## config.mk

```make
export PLATFORM = sky130hd
export DESIGN_NAME = clock_set_buttons
export DESIGN_NICKNAME = d
export VERILOG_FILES = /design/src/rtl/clock_set_buttons.sv
export SDC_FILE = /design/constraint.sdc
export NUM_CORES = 1
export LEC_CHECK = 0
export BUFFER_PORTS_ARGS = -buffer_cell sky130_fd_sc_hd__buf_2
export CORE_ASPECT_RATIO = 0.5
export CORE_MARGIN = 2
export CORE_UTILIZATION = 42
export CTS_CLUSTER_DIAMETER = 200
export DETAILED_ROUTE_END_ITERATION = 6
export PLACE_DENSITY = 0.56
export SLEW_MARGIN = 10
export SYNTH_ARGS = -nofsm -noshare
export SYNTH_HDL_FRONTEND = slang
export SYNTH_SLANG_ARGS = --single-unit
```

## constraint.sdc

```tcl
create_clock -name clk -period 4.4 [get_ports clk]
set_input_delay 0.88 -clock clk [delete_from_list [all_inputs] [get_ports clk]]
set_output_delay 0.88 -clock clk [all_outputs]
set_load 0.05 [all_outputs]
```

## src/rtl/clock_set_buttons.sv

```systemverilog
// Front-panel button conditioner for the clock setting chain: synchronises and
// debounces MODE/UP/DOWN, toggles set mode, and produces active-low
// single-cycle up/down step pulses with auto-repeat and a set-mode timeout.
module clock_set_buttons #(
  parameter int DEBOUNCE_CYCLES = 4,
  parameter int REPEAT_DELAY    = 16,
  parameter int REPEAT_RATE     = 4,
  parameter int SET_TIMEOUT     = 64
) (
  input  logic clk,
  input  logic rst_n,
  input  logic btn_mode_n,
  input  logic btn_up_n,
  input  logic btn_down_n,
  output logic set_ena,
  output logic up,
  output logic down
);

  localparam int DW   = $clog2(DEBOUNCE_CYCLES + 1);
  localparam int RMAX = (REPEAT_DELAY > REPEAT_RATE) ? REPEAT_DELAY : REPEAT_RATE;
  localparam int RW   = $clog2(RMAX + 1);
  localparam int TW   = $clog2(SET_TIMEOUT);

  // Per-button step machine: IDLE waits for a press, DELAY waits for the first
  // auto-repeat, REPEAT steps at the repeat rate, LOCK swallows the press.
  typedef enum logic [1:0] {S_IDLE, S_DELAY, S_REPEAT, S_LOCK} state_e;

  // Button vectors are indexed [0]=MODE, [1]=UP, [2]=DOWN.
  logic [2:0]    raw_n;
  logic [2:0]    sync1_q, sync2_q;
  logic [2:0]    deb_q, deb_d, deb_prev_q;
  logic [DW-1:0] dcnt_q [3];
  logic [DW-1:0] dcnt_d [3];

  // Step-machine vectors are indexed [0]=UP, [1]=DOWN.
  logic [2:0]    press;
  logic          mode_press;
  logic [1:0]    press_ud, held, other_rel, ud_change;
  logic          both_held, lock_pre;
  state_e        state_q [2];
  state_e        state_d [2];
  logic [RW-1:0] rcnt_q [2];
  logic [RW-1:0] rcnt_d [2];
  logic [1:0]    pulse;
  logic          activity, timeout_hit, set_clear;

  logic          set_ena_q, set_ena_d;
  logic [TW-1:0] tcnt_q, tcnt_d;
  logic          up_q, down_q;

  assign raw_n      = {btn_down_n, btn_up_n, btn_mode_n};
  assign press      = deb_prev_q & ~deb_q;              // debounced 1->0 only
  assign mode_press = press[0];
  assign press_ud   = press[2:1];
  assign held       = ~deb_q[2:1];
  assign other_rel  = {deb_q[1], deb_q[2]};             // the opposite button is released
  assign ud_change  = deb_prev_q[2:1] ^ deb_q[2:1];
  assign both_held  = &held;
  assign lock_pre   = both_held | (set_ena_q & mode_press);

  // Debounce: accept a new level after DEBOUNCE_CYCLES consecutive disagreeing samples.
  always_comb begin
    // NOTE: every variable gets a default before any branch so no path can infer a latch.
    deb_d = deb_q;
    for (int i = 0; i < 3; i++) begin
      dcnt_d[i] = '0;
      if (sync2_q[i] != deb_q[i]) begin
        if (dcnt_q[i] == DW'(DEBOUNCE_CYCLES - 1)) deb_d[i] = sync2_q[i];
        else                                       dcnt_d[i] = dcnt_q[i] + 1'b1;
      end
    end
  end

  // Synchronisers, debounced levels and their one-cycle-delayed copy for edge detection.
  always_ff @(posedge clk or negedge rst_n) begin
    if (!rst_n) begin
      sync1_q    <= '1;
      sync2_q    <= '1;
      deb_q      <= '1;
      deb_prev_q <= '1;
      for (int i = 0; i < 3; i++) dcnt_q[i] <= '0;
    end else begin
      // NOTE: non-blocking so each flop samples its source's pre-edge value.
      sync1_q    <= raw_n;
      sync2_q    <= sync1_q;
      deb_q      <= deb_d;
      deb_prev_q <= deb_q;
      for (int i = 0; i < 3; i++) dcnt_q[i] <= dcnt_d[i];
    end
  end

  // Step decisions, step-machine next state, set-mode toggle and inactivity timeout.
  always_comb begin
    pulse     = '0;
    state_d   = state_q;
    rcnt_d    = rcnt_q;
    set_ena_d = set_ena_q;
    tcnt_d    = tcnt_q;

    // A step is only issued while the other button is up and set mode is not being left.
    for (int b = 0; b < 2; b++) begin
      case (state_q[b])
        S_IDLE:   pulse[b] = press_ud[b] & set_ena_q & ~mode_press & other_rel[b];
        S_DELAY:  pulse[b] = held[b] & ~lock_pre & (rcnt_q[b] == RW'(REPEAT_DELAY - 1));
        S_REPEAT: pulse[b] = held[b] & ~lock_pre & (rcnt_q[b] == RW'(REPEAT_RATE - 1));
        default:  pulse[b] = 1'b0;
      endcase
    end

    // Activity in this cycle pre-empts the timeout.
    activity    = (|pulse) | mode_press | (|ud_change);
    timeout_hit = set_ena_q & ~activity & (tcnt_q == TW'(SET_TIMEOUT - 1));
    set_clear   = set_ena_q & (mode_press | timeout_hit);

    if (!set_ena_q) begin
      tcnt_d = '0;
      if (mode_press) set_ena_d = 1'b1;
    end else if (mode_press || timeout_hit) begin
      set_ena_d = 1'b0;
      tcnt_d    = '0;
    end else if (activity) begin
      tcnt_d = '0;
    end else begin
      tcnt_d = tcnt_q + 1'b1;
    end

    // Once locked, a button stays silent until it is physically released.
    for (int b = 0; b < 2; b++) begin
      if (state_q[b] == S_IDLE) begin
        if (press_ud[b]) begin
          state_d[b] = pulse[b] ? S_DELAY : S_LOCK;
          rcnt_d[b]  = '0;
        end
      end else if (!held[b]) begin
        state_d[b] = S_IDLE;
        rcnt_d[b]  = '0;
      end else if (both_held || set_clear) begin
        state_d[b] = S_LOCK;
        rcnt_d[b]  = '0;
      end else if (state_q[b] != S_LOCK) begin
        if (pulse[b]) begin
          state_d[b] = S_REPEAT;
          rcnt_d[b]  = '0;
        end else begin
          rcnt_d[b]  = rcnt_q[b] + 1'b1;
        end
      end
    end
  end

  // State registers and the registered outputs.
  always_ff @(posedge clk or negedge rst_n) begin
    if (!rst_n) begin
      for (int b = 0; b < 2; b++) begin
        state_q[b] <= S_IDLE;
        rcnt_q[b]  <= '0;
      end
      set_ena_q <= 1'b0;
      tcnt_q    <= '0;
      up_q      <= 1'b1;
      down_q    <= 1'b1;
    end else begin
      for (int b = 0; b < 2; b++) begin
        state_q[b] <= state_d[b];
        rcnt_q[b]  <= rcnt_d[b];
      end
      set_ena_q <= set_ena_d;
      tcnt_q    <= tcnt_d;
      up_q      <= ~pulse[0];
      down_q    <= ~pulse[1];
    end
  end

  assign set_ena = set_ena_q;
  assign up      = up_q;
  assign down    = down_q;

endmodule
```

==> run metrics, run 1 <==
status completed; Slowest-stage cell, CP dfstp_2; Tmin final 2.72 ns; Async S/R FF share, synth 100%; Hold Path Class reg2reg; synth top area cells dfrtp_1, dfstp_2, ha_1; grt total ovfl 0; Port Buffers 7; first-pass GRT wire length 6.98 mm; Slew @ Worst Pin 0.976 ns; final setup fails 0; CTS hold repair buffers 0; pwr/cell area 593 mW/mm^2; Die Height 55.7 um; Max clock buf depth 2; reg-to-reg slack, setup 1.68 ns; Total Power 0.00144 W; TritonCTS clock tree built; Crit path max-delay family compound AO/OA/AOI/OAI gates; Top Metal Used met4; Met3 Wirelength 137 um; DRT iter0 DRCs 56; Post-synth top cells dfrtp_1, ha_1, inv_1, nor2_1, dfstp_2; drt first pass iters 4; synth warn 0; Post-CTS Resized 0; ys flop type dfrtp_1; CP max stage delay 0.66 ns; die area 0.00597 mm^2; Nets 237; Max Transition Viols Final 0; GPL Wtd Cong 0.818; CP max FO 11; critical path type reg2reg; HPWL Detailed 2.83 mm; H-tree depth 2; register bit total from synthesis 44; post-CTS setup buffer count 0; ANT nets after route 0; Vias/cell 5.17; cell chain of the critical path inv_1 > ha_1 > and3_1 > a211o_1 > and2_1 > o311a_4 > nand2b_4 > a221oi_2; top-level port count 8; fmax 367 MHz; vias in the first global route 1426; # DRC 0; Synth area leader dfrtp_1; share of cells above drive strength 1 18.0%; Die X-Extent 107 um; most frequent cell after synthesis dfrtp_1; Worst setup EP type flip-flop; dpl ws 1.70 ns; largest net degree at the start of global routing 45; crit path DAT 2.93 ns; core box area 0.00502 mm^2; Mean Syn Cell Area 10.9 um^2; Post-synth EDFFs 0; CP Data Required Time 4.60 ns; routed vias 1485; period utilization 61.9%; mapped cell area 0.00224 mm^2; number of CTS-inserted buffers 5; drt total wl 3.91 mm; worst relative slew slack 34.9%; final std cells w/o fill 287; syn nets 226; routed len/inst 13.6 um; Yosys top cell area share 33.5%; Cell Rows 18; Post-Syn Instances 205; initial antenna violation count 0; Starting Density 44.6%; clock-pin slew on the worst setup and hold paths 0.08 ns; length of routed met2 wiring 1.62 mm; Area Growth Syn to Fin 8.71%; Max-Cap Viols 0; All-Layer GR Usage 14.9%; RSZ-0062 raised after global routing no; final hold vios 0; sequential fraction of the synthesis area 49.9%; worst setup margin 1.68 ns; clock latency on the worst-skew pair 0.29 ns; critical path launch point type flip-flop; CTS root buffer clkbuf_8; Lkg Pwr 1.09 nW; # diodes 0; CTS sink count 44; Netlist cell types 51; Post-Route Skew 0.00568 ns; worst vdd ir 0.220 mV; Filler cells 479; DP Cell Count 279; met1 wire length 2.14 mm; Crit path buffers/inverters 1; Setup TNS Final 0 ns
## worst paths after layout
| check | from | cells after the start | end |
|---|---|---|---|
| worst min register to register | sync1_q[1] | 0 | sync2_q[1] |
| min in group asynchronous | rst_n | 1 | dcnt_q[5] |
| worst min-delay path | sync1_q[1] | 0 | sync2_q[1] |
| worst max-delay path | deb_q[1] | 8 | state_q[1] |
| max in group asynchronous | rst_n | 1 | dcnt_q[8] |
| worst max register to register | deb_q[1] | 8 | state_q[1] |
## metal layers
layer  up-vias  track usage [%]
met5         -                0
met4         0             4.45
met3         2             4.22
met2        18             20.2
met1       722             22.8
li1        743                -
## cell type report
cell class                 instances  area, um^2  area share (%)
sequential                        44        1120            45.9
tap                               70        87.6            3.60
multi-input combinational        142        1040            42.7
clock inverter                     1        7.51           0.308
timing repair buffer               7        35.0            1.44
inverter                          16        60.1            2.47
clock buffer                       7        86.3            3.54
## cells by family after synthesis
kind of cell    after synthesis  share of synthesized area, %
compound gates               41                          14.1
xor+xnor                      7                          2.74
fa+ha+maj                    16                          8.93
buf+inv                      19                          3.63
flops                        44                          49.9
mux                           4                          1.90
simple gates                 74                          18.8
## flip-flops by register name, summed over array words and instances, names as in the netlist
name        count
rcnt_q         10
dcnt_q          9
tcnt_q          6
state_q         4
deb_prev_q      3
deb_q           3
sync1_q         3
sync2_q         3
down            1
set_ena         1
up              1
## power by group
group | switching (W) | internal [W] | leakage (nW)
combinational | 0.000317 | 0.000248 | 0.505
sequential | 0.0000993 | 0.000519 | 0.542
clock | 0.000133 | 0.000128 | 0.0445
## cell usage in the layout (no fill, tap or decap), drive strengths merged, types with 3 or more instances in the layout
master  count
dfstp      14
a21oi       5
nand2b      5
nor3        6
a22o        4
and3        5
buf         7
nor2       16
nand3      10
inv        16
nand2       7
xnor2       6
dfrtp      30
ha         16
o21ai      10
clkbuf      7
nor4bb      3
nor2b       8
nor3b       4
a21boi      3
## through the flow
stage               area (um^2)  utilization (%)  hold slack (ns)
finish                     2440             48.5            0.358
global route               2440             48.5            0.363
CTS                        2440             48.5            0.359
detailed placement         2340             46.6            0.347
global placement           2340             46.6            0.346
floorplan                  2240                -            0.345
No activity file was read; power rests on OpenSTA's default activity.
==> inputs of run 2 (changes only) <==
==> constraint.sdc (replaced) <==
create_clock -name clk -period 2.57 [get_ports clk]
set_input_delay 0.514 -clock clk [delete_from_list [all_inputs] [get_ports clk]]
set_output_delay 0.514 -clock clk [all_outputs]
set_load 0.05 [all_outputs]
==> run 2 against run 1 <==
Worst setup slack got worse by 1.6 ns. Sequential power is 61% higher. Via count increased by 4.0%. Design area rose by 3.4%. Largest cell class unchanged. Highest routed layer unchanged.
==> run metrics, run 2 (synthesized netlist as in run 1, its figures left out) <==
status completed (unchanged); Top reg by flops rcnt_q (unchanged); die area 0.00597 mm^2 (unchanged); # DRC 0 (unchanged); Filler cells 473 (was 479); combinational group share of total power 43.7% (was 39.1%); Die X-Extent 107 um (unchanged); RSZ-0062 raised after global routing no (unchanged); top-level port count 8 (unchanged); CP max stage delay 0.53 ns (was 0.66 ns); Max-Cap Viols 0 (unchanged); Critical Path Sink state_q[1] (unchanged); TritonCTS clock tree built (unchanged); routed len/inst 13.6 um (about the same); fmax 407 MHz (was 367 MHz); CTS hold repair buffers 0 (unchanged); pwr/cell area 1010 mW/mm^2 (was 593 mW/mm^2); Vias/cell 5.22 (was 5.17); Slew @ Worst Pin 0.920 ns (was 0.976 ns); ANT nets after route 0 (unchanged); worst relative slew slack 38.7% (was 34.9%); Sequential Power Share 39.2% (was 42.8%); clock latency on the worst-skew pair 0.29 ns (about the same); routed vias 1545 (was 1485); Slowest-stage cell, CP dfstp_2 (unchanged); initial antenna violation count 0 (unchanged); drt first pass iters 4 (unchanged); worst vdd ir 0.360 mV (was 0.220 mV); clock-pin slew on the worst setup and hold paths 0.09 ns (was 0.08 ns); critical path launch point type flip-flop (unchanged); Largest regs rcnt_q x10, dcnt_q x9, tcnt_q x6 (unchanged); Cell Rows 18 (unchanged); All-Layer GR Usage 15.0% (was 14.9%); first-pass GRT wire length 6.99 mm (was 6.98 mm); crit path DAT 2.66 ns (was 2.93 ns); # diodes 0 (unchanged); core box area 0.00502 mm^2 (unchanged); Starting Density 44.6% (unchanged); Nets 246 (was 237); H-tree depth 2 (unchanged); CP Data Required Time 2.78 ns (was 4.60 ns); final setup fails 0 (unchanged); vias in the first global route 1553 (was 1426); number of CTS-inserted buffers 5 (unchanged); cell-internal power 0.00157 W (was 0.000894 W); commonest non-fill, non-tap cell in the layout dfrtp_1 (unchanged); post-CTS setup buffer count 0 (unchanged); CP Depth 8 (unchanged); Port Buffers 7 (unchanged); cell chain of the critical path inv_1 > ha_1 > and3_1 > a211o_1 > and2_2 > o311a_4 > nand2b_4 > a221oi_2 (was inv_1 > ha_1 > and3_1 > a211o_1 > and2_1 > o311a_4 > nand2b_4 > a221oi_2); max reg flops 10 (unchanged); Switching Share 38.3% (was 38.1%); HPWL Detailed 2.90 mm (was 2.83 mm); DRT iter0 DRCs 58 (was 56); Max clock buf depth 2 (unchanged); R2R Path Start deb_q[1] (unchanged); Hold Worst Slack 0.307 ns (was 0.358 ns); GPL Wtd Cong 0.839 (was 0.818); post-route cell area 0.00252 mm^2 (was 0.00244 mm^2); FF-to-FF End state_q[1] (unchanged); Sw Pwr 0.000975 W (was 0.000550 W); period utilization 95.6% (was 61.9%); Post-Route Skew 0.00976 ns (was 0.00568 ns); Crit path buffers/inverters 1 (unchanged); most frequent cells in the layout dfrtp_1, ha_1, inv_1, nor2_1, dfstp_2 (unchanged); Worst setup EP type flip-flop (unchanged); Die Height 55.7 um (unchanged); FF-to-FF path depth 8 (unchanged); Area Growth Syn to Fin 12.5% (was 8.71%); grt total ovfl 0 (unchanged); final hold vios 0 (unchanged); largest net degree at the start of global routing 43 (was 45); Max Transition Viols Final 0 (unchanged); reg-to-reg slack, setup 0.11 ns (was 1.68 ns); Tmin final 2.46 ns (was 2.72 ns); Setup crit start deb_q[1] (unchanged); share of cells above drive strength 1 23.0% (was 18.0%); DP Area 0.00241 mm^2 (was 0.00234 mm^2); Crit path max-delay family compound AO/OA/AOI/OAI gates (unchanged); CP max FO 8 (was 11); Setup TNS Final 0 ns (unchanged); CTS sink count 44 (unchanged); drt total wl 4.03 mm (was 3.91 mm); part of the total power dissipated in the clock network 17.1% (was 18.1%); Lkg Pwr 1.14 nW (was 1.09 nW); CTS root buffer clkbuf_8 (unchanged); critical path type reg2reg (unchanged); Hold Path Class in2reg (was reg2reg)
[run 2: worst min path at each step]
| stage | from | end | slack, ns | cells after the start |
|---|---|---|---|---|
| 6_report | btn_mode_n | sync1_q[0] | 0.31 | 1 |
| 5_1_grt | btn_mode_n | sync1_q[0] | 0.28 | 1 |
| 4_1_cts | btn_down_n | sync1_q[2] | 0.29 | 1 |
| 3_5_place_dp | sync1_q[1] | sync2_q[1] | 0.35 | 0 |
| 3_3_place_gp | sync1_q[1] | sync2_q[1] | 0.35 | 0 |
| 2_1_floorplan | rst_n | dcnt_q[0] | 0.22 | 0 |
[run 2: area by class of cell]
class                   instances  area (um^2)  area share, %
clock buffers                   5         68.8           2.73
clock inverters                 3         21.3          0.844
inverters                      16         60.1           2.38
multi-input cells             142         1060           42.1
flip-flops and latches         44         1120           44.4
well taps                      70         87.6           3.48
repair buffers                 16          103           4.07
[run 2: through the flow]
step	total power, W	worst slack, ns	instances	util (%)
3_5_place_dp	0.00211	0.0493	288	48.0
5_1_grt	0.00277	0.0167	296	50.2
2_1_floorplan	0.00180	0.0812	205	-
3_3_place_gp	0.00209	0.106	288	48.0
4_1_cts	0.00256	0.0251	296	49.8
6_report	0.00254	0.114	296	50.2
[run 2: metal layers]
metal / track usage, % / wire length (um) / vias to the layer above
li1: - / - / 767
met4: 4.08 / 29 / 0
met3: 4.57 / 161 / 4
met1: 21.6 / 2140 / 746
met2: 21.9 / 1700 / 28
met5: 0 / 0 / -
[run 2: power groups by stage]
stage	combinational [W]	sequential, W	clock, W
CTS	0.00111	0.000999	0.000456
global route	0.00126	0.00103	0.000490
global placement	0.00108	0.00101	0
finish	0.00111	0.000997	0.000435
floorplan	0.000780	0.00102	0
detailed placement	0.00110	0.00101	0
[run 2: worst reg2reg max path, cell delays in order (launching register included)]
cell and delay (ns):
dfstp_2 0.53, inv_1 0.07, ha_1 0.23, and3_1 0.21, a211o_1 0.25, and2_2 0.28
o311a_4 0.41, nand2b_4 0.15, a221oi_2 0.24
[run 2: what timing repair did]
item	4_1_cts	5_1_grt
endpoints found under the setup margin	0	13
resized for setup	0	4
endpoints found under the hold margin	0	0
